$ cat src/rtl/ddr4_v2_2_20_axi_arb_pkg.sv
// ddr4_v2_2_20_axi_arb_pkg: shared types and round-robin winner function for the AXI arbiter
package ddr4_v2_2_20_axi_arb_pkg;
  localparam int C_MAX_REQ = 16;
  typedef enum logic {ARB_IDLE, ARB_GRANT} arb_state_t;
  function automatic logic [3:0] rr_next(input logic [C_MAX_REQ-1:0] valid, input logic [3:0] ptr, input int n);
    logic [3:0] r;
    logic f;
    int j;
    r = '0;
    f = 1'b0;
    for (int k = 1; k <= C_MAX_REQ; k++) begin
      j = (int'(ptr) + k) % n;
      if (k <= n && !f && valid[j[3:0]]) begin
        r = j[3:0];
        f = 1'b1;
      end
    end
    return r;
  endfunction
endpackage

$ cat src/rtl/ddr4_v2_2_20_carry_latch_or.sv
// ddr4_v2_2_20_carry_latch_or: one link of the carry-chain OR used for any-request detection
module ddr4_v2_2_20_carry_latch_or #(
  parameter C_FAMILY = "virtex6"
) (
  input  logic CIN,
  input  logic I,
  output logic O
);
  // Primitive-mapped families and plain RTL both reduce to an OR behaviourally.
  if (C_FAMILY == "rtl") begin : g_rtl
    assign O = CIN | I;
  end else begin : g_prim
    assign O = I | CIN;
  end
endmodule

$ cat src/rtl/ddr4_v2_2_20_rr_pick.sv
// ddr4_v2_2_20_rr_pick: combinational rotate-priority picker starting after the last winner
module ddr4_v2_2_20_rr_pick
  import ddr4_v2_2_20_axi_arb_pkg::*;
#(
  parameter int C_NUM_REQ   = 4,
  parameter int C_IDX_WIDTH = 2
) (
  input  logic [C_NUM_REQ-1:0]   valid,
  input  logic [C_IDX_WIDTH-1:0] ptr,
  output logic [C_NUM_REQ-1:0]   grant,
  output logic [C_IDX_WIDTH-1:0] idx,
  output logic                   any
);
  always_comb begin
    idx   = C_IDX_WIDTH'(rr_next(C_MAX_REQ'(valid), 4'(ptr), C_NUM_REQ));
    any   = |valid;
    grant = any ? C_NUM_REQ'(1) << idx : '0;
  end
endmodule

$ cat src/rtl/ddr4_v2_2_20_axi_rr_arbiter.sv
// ddr4_v2_2_20_axi_rr_arbiter: burst-holding round-robin arbiter and payload mux onto one AXI channel
module ddr4_v2_2_20_axi_rr_arbiter
  import ddr4_v2_2_20_axi_arb_pkg::*;
#(
  parameter C_FAMILY            = "virtex6",
  parameter int C_NUM_REQ       = 4,
  parameter int C_PAYLOAD_WIDTH = 64,
  localparam int C_IDX_WIDTH    = (C_NUM_REQ > 2) ? $clog2(C_NUM_REQ) : 1
) (
  input  logic                                 ACLK,
  input  logic                                 ARESET,
  input  logic [C_NUM_REQ-1:0]                 S_VALID,
  input  logic [C_NUM_REQ-1:0]                 S_LAST,
  input  logic [C_NUM_REQ*C_PAYLOAD_WIDTH-1:0] S_PAYLOAD,
  output logic [C_NUM_REQ-1:0]                 S_READY,
  output logic                                 M_VALID,
  output logic                                 M_LAST,
  output logic [C_PAYLOAD_WIDTH-1:0]           M_PAYLOAD,
  output logic [C_IDX_WIDTH-1:0]               M_SEL,
  input  logic                                 M_READY
);
  arb_state_t state, state_nx;
  logic [C_IDX_WIDTH-1:0] ptr, sel, pick_idx;
  logic [C_NUM_REQ-1:0] grant_q, pick_grant, carry;
  logic pick_any, any_valid, hs, in_grant;
  logic [C_PAYLOAD_WIDTH-1:0] pay [C_NUM_REQ];
  assign carry[0] = S_VALID[0];
  for (genvar i = 1; i < C_NUM_REQ; i++) begin : g_or
    ddr4_v2_2_20_carry_latch_or #(.C_FAMILY(C_FAMILY)) u_or (
      .CIN(carry[i-1]),
      .I  (S_VALID[i]),
      .O  (carry[i])
    );
  end
  assign any_valid = carry[C_NUM_REQ-1];
  for (genvar i = 0; i < C_NUM_REQ; i++) begin : g_pay
    assign pay[i] = S_PAYLOAD[i*C_PAYLOAD_WIDTH +: C_PAYLOAD_WIDTH];
  end
  ddr4_v2_2_20_rr_pick #(
    .C_NUM_REQ  (C_NUM_REQ),
    .C_IDX_WIDTH(C_IDX_WIDTH)
  ) u_pick (
    .valid(S_VALID),
    .ptr  (ptr),
    .grant(pick_grant),
    .idx  (pick_idx),
    .any  (pick_any)
  );
  always_comb begin
    in_grant  = state == ARB_GRANT;
    M_VALID   = in_grant & S_VALID[sel];
    M_LAST    = in_grant & S_LAST[sel];
    M_PAYLOAD = pay[sel];
    M_SEL     = sel;
    S_READY   = (in_grant & M_READY) ? grant_q : '0;
    hs        = M_VALID & M_READY;
    state_nx  = in_grant ? ((hs & M_LAST) ? ARB_IDLE : ARB_GRANT)
                         : ((any_valid & pick_any) ? ARB_GRANT : ARB_IDLE);
  end
  // Grant is captured only on IDLE->GRANT; the pointer moves only when a burst completes.
  always_ff @(posedge ACLK or posedge ARESET) begin
    if (ARESET) begin
      state   <= ARB_IDLE;
      ptr     <= C_IDX_WIDTH'(C_NUM_REQ - 1);
      sel     <= '0;
      grant_q <= '0;
    end else begin
      state <= state_nx;
      if (!in_grant && state_nx == ARB_GRANT) begin
        grant_q <= pick_grant;
        sel     <= pick_idx;
      end
      if (in_grant && state_nx == ARB_IDLE) ptr <= sel;
    end
  end
endmodule

$ cat config.mk
export PLATFORM = sky130hd
export DESIGN_NAME = ddr4_v2_2_20_axi_rr_arbiter
export DESIGN_NICKNAME = d
export VERILOG_FILES = /design/src/rtl/ddr4_v2_2_20_axi_arb_pkg.sv /design/src/rtl/ddr4_v2_2_20_carry_latch_or.sv /design/src/rtl/ddr4_v2_2_20_rr_pick.sv /design/src/rtl/ddr4_v2_2_20_axi_rr_arbiter.sv
export SDC_FILE = /design/constraint.sdc
export NUM_CORES = 1
export LEC_CHECK = 0
export ABC_AREA = 1
export BUFFER_PORTS_ARGS = -buffer_cell sky130_fd_sc_hd__clkbuf_2
export CAP_MARGIN = 20
export CELL_PAD_IN_SITES_DETAIL_PLACEMENT = 0
export CELL_PAD_IN_SITES_GLOBAL_PLACEMENT = 1
export CORE_MARGIN = 8
export CORE_UTILIZATION = 16
export CTS_BUF_LIST = sky130_fd_sc_hd__clkbuf_8 sky130_fd_sc_hd__clkbuf_16
export DETAILED_ROUTE_END_ITERATION = 10
export MAX_ROUTING_LAYER = met4
export PLACE_DENSITY = 0.82
export SYNTH_ARGS = -nofsm -noshare
export SYNTH_HDL_FRONTEND = slang
export SYNTH_SLANG_ARGS = --single-unit
$ cat constraint.sdc
create_clock -name ACLK -period 1.55 [get_ports ACLK]
set_input_delay 0.31 -clock ACLK [delete_from_list [all_inputs] [get_ports ACLK]]
set_output_delay 0.31 -clock ACLK [all_outputs]
set_load 0.03 [all_outputs]
==> results of run 1 <==
-- cells in the mapped netlist (all sizes together) --
library cell    n  area share (%)
nand3           5             1.2
dfstp           2             2.1
inv            18             3.0
o22ai          64              16
a22oi           1            0.30
dfrtp           7             6.9
a31oi           1            0.49
o21ai         137              27
nand2          48              10
nor2          142              22
nand3b          1            0.30
buf            17             3.9
nand4           4             1.2
a21oi           3            0.59
clkbuf         28             4.1
o21bai          2            0.74
-- area by class of cell --
class,count,area [um2],area share [%]
diodes,1,2.50,0.0422
clock buffers,3,75.1,1.27
flip-flops and latches,9,234,3.95
multi-input cells,408,2860,48.2
clock inverters,1,3.75,0.0633
well taps,216,270,4.56
inverters,18,80.1,1.35
repair buffers,374,2400,40.5
-- stage by stage --
| step | power, mW | setup slack, ns | instances | TNS, ns |
|---|---|---|---|---|
| after floorplan | 8.12 | -0.158 | 480 | -6.88 |
| after global placement | 10.7 | -0.199 | 1022 | -7.14 |
| after detailed placement | 10.8 | -0.206 | 1022 | -8.34 |
| after CTS | 12.6 | -0.415 | 1029 | -22.55 |
| after global routing | 13.6 | -0.443 | 1030 | -26.62 |
| final | 12.8 | -0.401 | 1030 | -21.38 |
-- logic make-up (layout without fill, tap and decap cells) --
| family | count (synthesis) | after routing | share of synthesized area, % |
|---|---|---|---|
| AOI/OAI and AO/OA | 208 | 208 | 45.1 |
| DFF | 9 | 9 | 8.97 |
| and+or+nand+nor | 200 | 200 | 34.9 |
| buffers and inverters | 63 | 396 | 11.0 |
| other | 0 | 1 | 0 |
-- how the worst min path moves through the flow --
stage	start	to	slack [ns]	cells after the start
after floorplan	ARESET	grant_q[0]$_DFFE_PP0P_	0.14	1
after global placement	ARESET	in_grant$_DFF_PP0_	0.29	2
after detailed placement	ARESET	grant_q[0]$_DFFE_PP0P_	0.29	2
after CTS	ARESET	M_SEL[0]$_DFFE_PP0P_	0.05	2
after global routing	ARESET	grant_q[0]$_DFFE_PP0P_	0.08	2
final	ARESET	grant_q[0]$_DFFE_PP0P_	0.03	2
-- what timing repair did --
action | CTS | global route
buffers inserted | 2 | 0
setup endpoints to repair | 74 | 78
pin swaps | 1 | 1
gates cloned | 1 | 0
gates resized for setup | 138 | 45
-- metal layers --
layer,vias up,track usage [%]
met5,-,-
met2,201,29.3
met4,0,4.47
met3,22,3.96
li1,2349,-
met1,2139,19.1
-- power by group --
| part | internal [mW] | switching [mW] | leakage (nW) | total, mW |
|---|---|---|---|---|
| Clock | 0.338 | 0.117 | 0.0423 | 0.454 |
| Combinational | 4.76 | 7.07 | 2.75 | 11.8 |
| Sequential | 0.361 | 0.123 | 0.105 | 0.483 |
| Total | 5.46 | 7.31 | 2.90 | 12.8 |
-- state kept, by name, indices dropped and copies added, names as in the netlist --
register,count
ptr,2
grant_q,4
M_SEL,2
in_grant,1
-- worst max-delay path: stages (launching register included) --
cell	delay (ns)
dfrtp_4	0.53
bufbuf_16	0.33
o21ai_1	0.17
nand2_2	0.10
nor2_4	0.09
clkbuf_4	0.19
==> results.ini, run 1 <==
[timing]
finalCriticalPeriod_ns = 1.95
hold_viol = 0
hold_ws_ns = 0.0309
rsz0062_at_grt = true
finalMaxSlewViolations = 0
max_freq_mhz = 513
period_share_pct = 126
clock-skew-final_ns = 0.00283
slew_headroom_pct = 73.5
worst_pin_slew_ns = 0.397
layout_setup_ws_ns = -0.401
setup_violations = 74

[route]
routed_via_density = 4.57
wirelength_um = 17500
wire_per_inst_um = 17.0
detail-route-antenna-nets = 0
first_pass_iters = 4
drc = 0
vias = 4711
routed.top_layer = met4
drt_first_iter_violations = 187
wl_met2_um = 9000
wl_met1_um = 6810
dr_wl_met3_um = 1330

[critical_path]
timing.rr.start = M_SEL[0]$_DFFE_PP0P_
path_class = flop to primary output
startpoint = M_SEL[0]$_DFFE_PP0P_
cp.required_ns = 1.24
arrival_ns = 1.64
start_kind = flop
r2r-end = ptr[0]$_DFFE_PP1P_
r2r_cells = 6
r2r_slack_ns = -0.08
cp_max_fo = 25
endpoint = M_VALID
critPathCaptureType = primary output

[cells_and_area]
nFillCells = 1647
layout_common_cells = clkbuf_2, nor2_1, o21ai_0, o21ai_1, clkbuf_4
final_common_cell = clkbuf_2
final_nets = 1081
final_util_pct = 37.7
layout-drive-gt1-share_pct = 65.6
fin_area_um2 = 5930
syn_to_final_growth_pct = 134

[placement]
routabilityCongestion = 0.878
io_buffers = 338
dpl_cell_area_um2 = 5280
dp_hpwl_um = 14400

[global_routing]
track_usage_pct = 16.9
grt_first_pass_wirelength_um = 26600
antenna_found_initial = 1
grt_pass1_vias = 4929
grt_max_degree = 39
grt_overflow = 0

[synthesis]
synth-seq-cells = 9
synth.avg_cell_area_um2 = 5.29
ys_types = 31
syn_nets = 747
synth.cell_area_um2 = 2540
synthCells = 480
synth_seq_area_share_pct = 8.97
synth_warnings = 0

[cts]
numCtsBuffers = 3
cts_hold_buf = 0
root_buffer = clkbuf_16
clkTransAtPathRegs_ns = 0.04
cts_tree = done
clk_latency_ns = 0.24
numClockSinks = 9
clock_path_buffers = 2
htree_num_levels = 1

[power_and_ir_drop]
p_leak_nw = 2.90
ir_drop_v = 0.00123
p_per_area_nw_per_um2 = 2150

[die]
die_y_um = 142
coreArea_um2 = 15700
pin_count = 339
die_w_um = 142
die_area_um2 = 20100
start_util_pct = 16.1
row_count = 46

[worst_hold_path]
hold_path_class = input port to asynchronous set/reset pin

[run]
cap_viol_max_count = 0

[outcome]
status = complete, but fails checks
violations = negative setup slack

No activity file was read; power rests on OpenSTA's default activity.
==> run 2, diff against run 1 <==
SKIP_LAST_GASP = 1   (was unset)
==> results.ini, run 2 (synthesis results as in run 1) <==
[outcome]
status = complete, but fails checks  ; unchanged
violations = negative setup slack  ; unchanged

[power_and_ir_drop]
p_switching_mw = 8.67  ; was 7.31 mW
ir_drop_v = 0.00137  ; was 0.00123 V
power_frac_clock_pct = 2.9  ; was 3.6%
combinationalPowerShare_pct = 94.2  ; was 92.7%
swShare_pct = 54.5  ; was 57.3%
seq_power_share_pct = 2.9  ; was 3.8%
p_leak_nw = 3.28  ; was 2.90 nW
p_per_area_nw_per_um2 = 2260  ; was 2150 nW/um2
internal_power_mw = 7.23  ; was 5.46 mW

[die]
die_w_um = 142  ; unchanged
die_y_um = 142  ; unchanged
pin_count = 339  ; unchanged
row_count = 46  ; unchanged
start_util_pct = 16.1  ; unchanged
die_area_um2 = 20100  ; unchanged
coreArea_um2 = 15700  ; unchanged

[critical_path]
critPathCaptureType = primary output  ; unchanged
crit_buf_inv = 4  ; was 2
cp_cell_sequence = buf_12, buf_12, clkbuf_16, nor2_1, o22ai_2, buf_6  ; was bufbuf_16, o21ai_1, nand2_2, nor2_4, clkbuf_4
cp_slowest_cell = dfrtp_4  ; unchanged
start_kind = flop  ; unchanged
path_class = flop to primary output  ; unchanged
arrival_ns = 1.61  ; was 1.64 ns
cp.required_ns = 1.24  ; about the same
cpMostUsedCell = buf_12
slowest_delay_ns = 0.48  ; was 0.53 ns
path_delay_family = buffers and inverters  ; was flip-flops
cp_max_fo = 12  ; was 25

[cells_and_area]
fin_area_um2 = 7020  ; was 5930 um2
final_common_cell = clkbuf_2  ; unchanged
nFillCells = 1564  ; was 1647
instances_no_fill = 1054  ; was 1030
top_register = grant_q  ; unchanged
layout-drive-gt1-share_pct = 76.5  ; was 65.6%
final_nets = 1105  ; was 1081
syn_to_final_growth_pct = 177  ; was 134%
final_util_pct = 44.7  ; was 37.7%
layout_common_cells = clkbuf_2, nor2_1, buf_6, o21ai_1, o21ai_2  ; was clkbuf_2, nor2_1, o21ai_0, o21ai_1, clkbuf_4
largest_reg_flops = 4  ; unchanged

[cts]
clock_path_buffers = 2  ; unchanged
clkTransAtPathRegs_ns = 0.04  ; about the same
htree_num_levels = 1  ; unchanged
root_buffer = clkbuf_16  ; unchanged
cts_tree = done  ; unchanged
clk_latency_ns = 0.24  ; about the same
numCtsBuffers = 3  ; unchanged
numClockSinks = 9  ; unchanged
cts_hold_buf = 0  ; unchanged

[worst_hold_path]
hold_path_class = input port to asynchronous set/reset pin  ; unchanged

[placement]
io_buffers = 338  ; unchanged
dp_cells = 1022  ; unchanged
routabilityCongestion = 0.878  ; unchanged
dp_hpwl_um = 14400  ; unchanged
dpl_cell_area_um2 = 5280  ; unchanged

[global_routing]
grt_first_pass_wirelength_um = 26300  ; was 26600 um
grt_overflow = 0  ; unchanged
track_usage_pct = 16.7  ; was 16.9%
grt_max_degree = 39  ; unchanged
antenna_found_initial = 1  ; unchanged
grt_pass1_vias = 4876  ; was 4929

[route]
wirelength_um = 20400  ; was 17500 um
routed_via_density = 4.68  ; was 4.57
wire_per_inst_um = 19.4  ; was 17.0 um
vias = 4934  ; was 4711
drc = 0  ; unchanged
drt_first_iter_violations = 221  ; was 187
first_pass_iters = 4  ; unchanged
detail-route-antenna-nets = 0  ; unchanged

[timing]
setup_violations = 75  ; was 74
slew_headroom_pct = 72.6  ; was 73.5%
hold_viol = 0  ; unchanged
finalCriticalPeriod_ns = 1.92  ; was 1.95 ns
layout_setup_ws_ns = -0.374  ; was -0.401 ns
clock-skew-final_ns = 0.00355  ; was 0.00283 ns
worst_pin_slew_ns = 0.411  ; was 0.397 ns
max_freq_mhz = 520  ; was 513 MHz
finalMaxSlewViolations = 0  ; unchanged
period_share_pct = 124  ; was 126%
rsz0062_at_grt = true  ; unchanged

[run]
cap_viol_max_count = 0  ; unchanged

==> run 2: cell count changes in the layout (fill, tap and decap cells not counted), moves of 15 or more <==
cell | previous run | this run
buf_6 | 4 | 65
o21ai_0 | 64 | 13
clkbuf_4 | 48 | 2
nor2_1 | 114 | 77
o21ai_2 | 17 | 47
nor2_2 | 17 | 37
nor2_4 | 10 | 27
clkbuf_8 | 15 | 0
==> run 2: metal layers <==
layer  share of wire, %  vias to the layer above  GRT usage, %
li1                   -                     2406             -
met1                 39                     2294          18.9
met2                 52                      208          29.0
met3                7.2                       26          4.03
met4                1.9                        0          4.24
met5                  0                        -             -
==> run 2: power by group through the flow <==
stage	clock, mW	combinational (mW)	sequential, mW
2_1_floorplan	0	7.66	0.458
3_3_place_gp	0	10.2	0.494
3_5_place_dp	0	10.3	0.499
4_1_cts	0.458	11.2	0.483
5_1_grt	0.480	15.8	0.479
6_report	0.459	15.0	0.463
==> run 2: final timing paths <==
path                                              from                endpoint  slack (ns)  depth (start not counted)
worst max register to register    M_SEL[0]$_DFFE_PP0P_      ptr[0]$_DFFE_PP1P_       -0.13                          9
min in group ACLK                            S_LAST[1]      in_grant$_DFF_PP0_        0.48                          4
worst max-delay path              M_SEL[0]$_DFFE_PP0P_           M_PAYLOAD[55]       -0.37                          6
worst min register to register  grant_q[1]$_DFFE_PP0P_  grant_q[1]$_DFFE_PP0P_        0.50                          2
worst min-delay path                            ARESET  grant_q[3]$_DFFE_PP0P_        0.03                          2
max in group asynchronous                       ARESET    M_SEL[0]$_DFFE_PP0P_        1.19                          2
==> run 2: what timing repair did <==
action	in CTS	in global routing
gates cloned	1	16
setup endpoints to repair	74	78
setup buffers	2	8
pin swaps	0	26
resized for setup	101	378
==> run 2: layout make-up <==
type / count / area [um2] / share of cell area (%)
multi-input cells: 408 / 3340 / 47.6
repair buffers: 397 / 2990 / 42.5
well taps: 216 / 270 / 3.85
flip-flops and latches: 9 / 234 / 3.33
inverters: 18 / 90.1 / 1.28
clock buffers: 3 / 75.1 / 1.07
repair inverters: 1 / 16.3 / 0.232
clock inverters: 1 / 3.75 / 0.0535
diodes: 1 / 2.50 / 0.0357
==> run 2: per-stage QoR <==
stage	setup slack (ns)	power [mW]	TNS, ns	hold WS [ns]
finish	-0.374	15.9	-22.23	0.0345
floorplan	-0.158	8.12	-6.88	0.136
global placement	-0.199	10.7	-7.14	0.291
CTS	-0.415	12.1	-23.16	0.0453
global route	-0.412	16.8	-25.75	0.0659
detailed placement	-0.206	10.8	-8.34	0.292
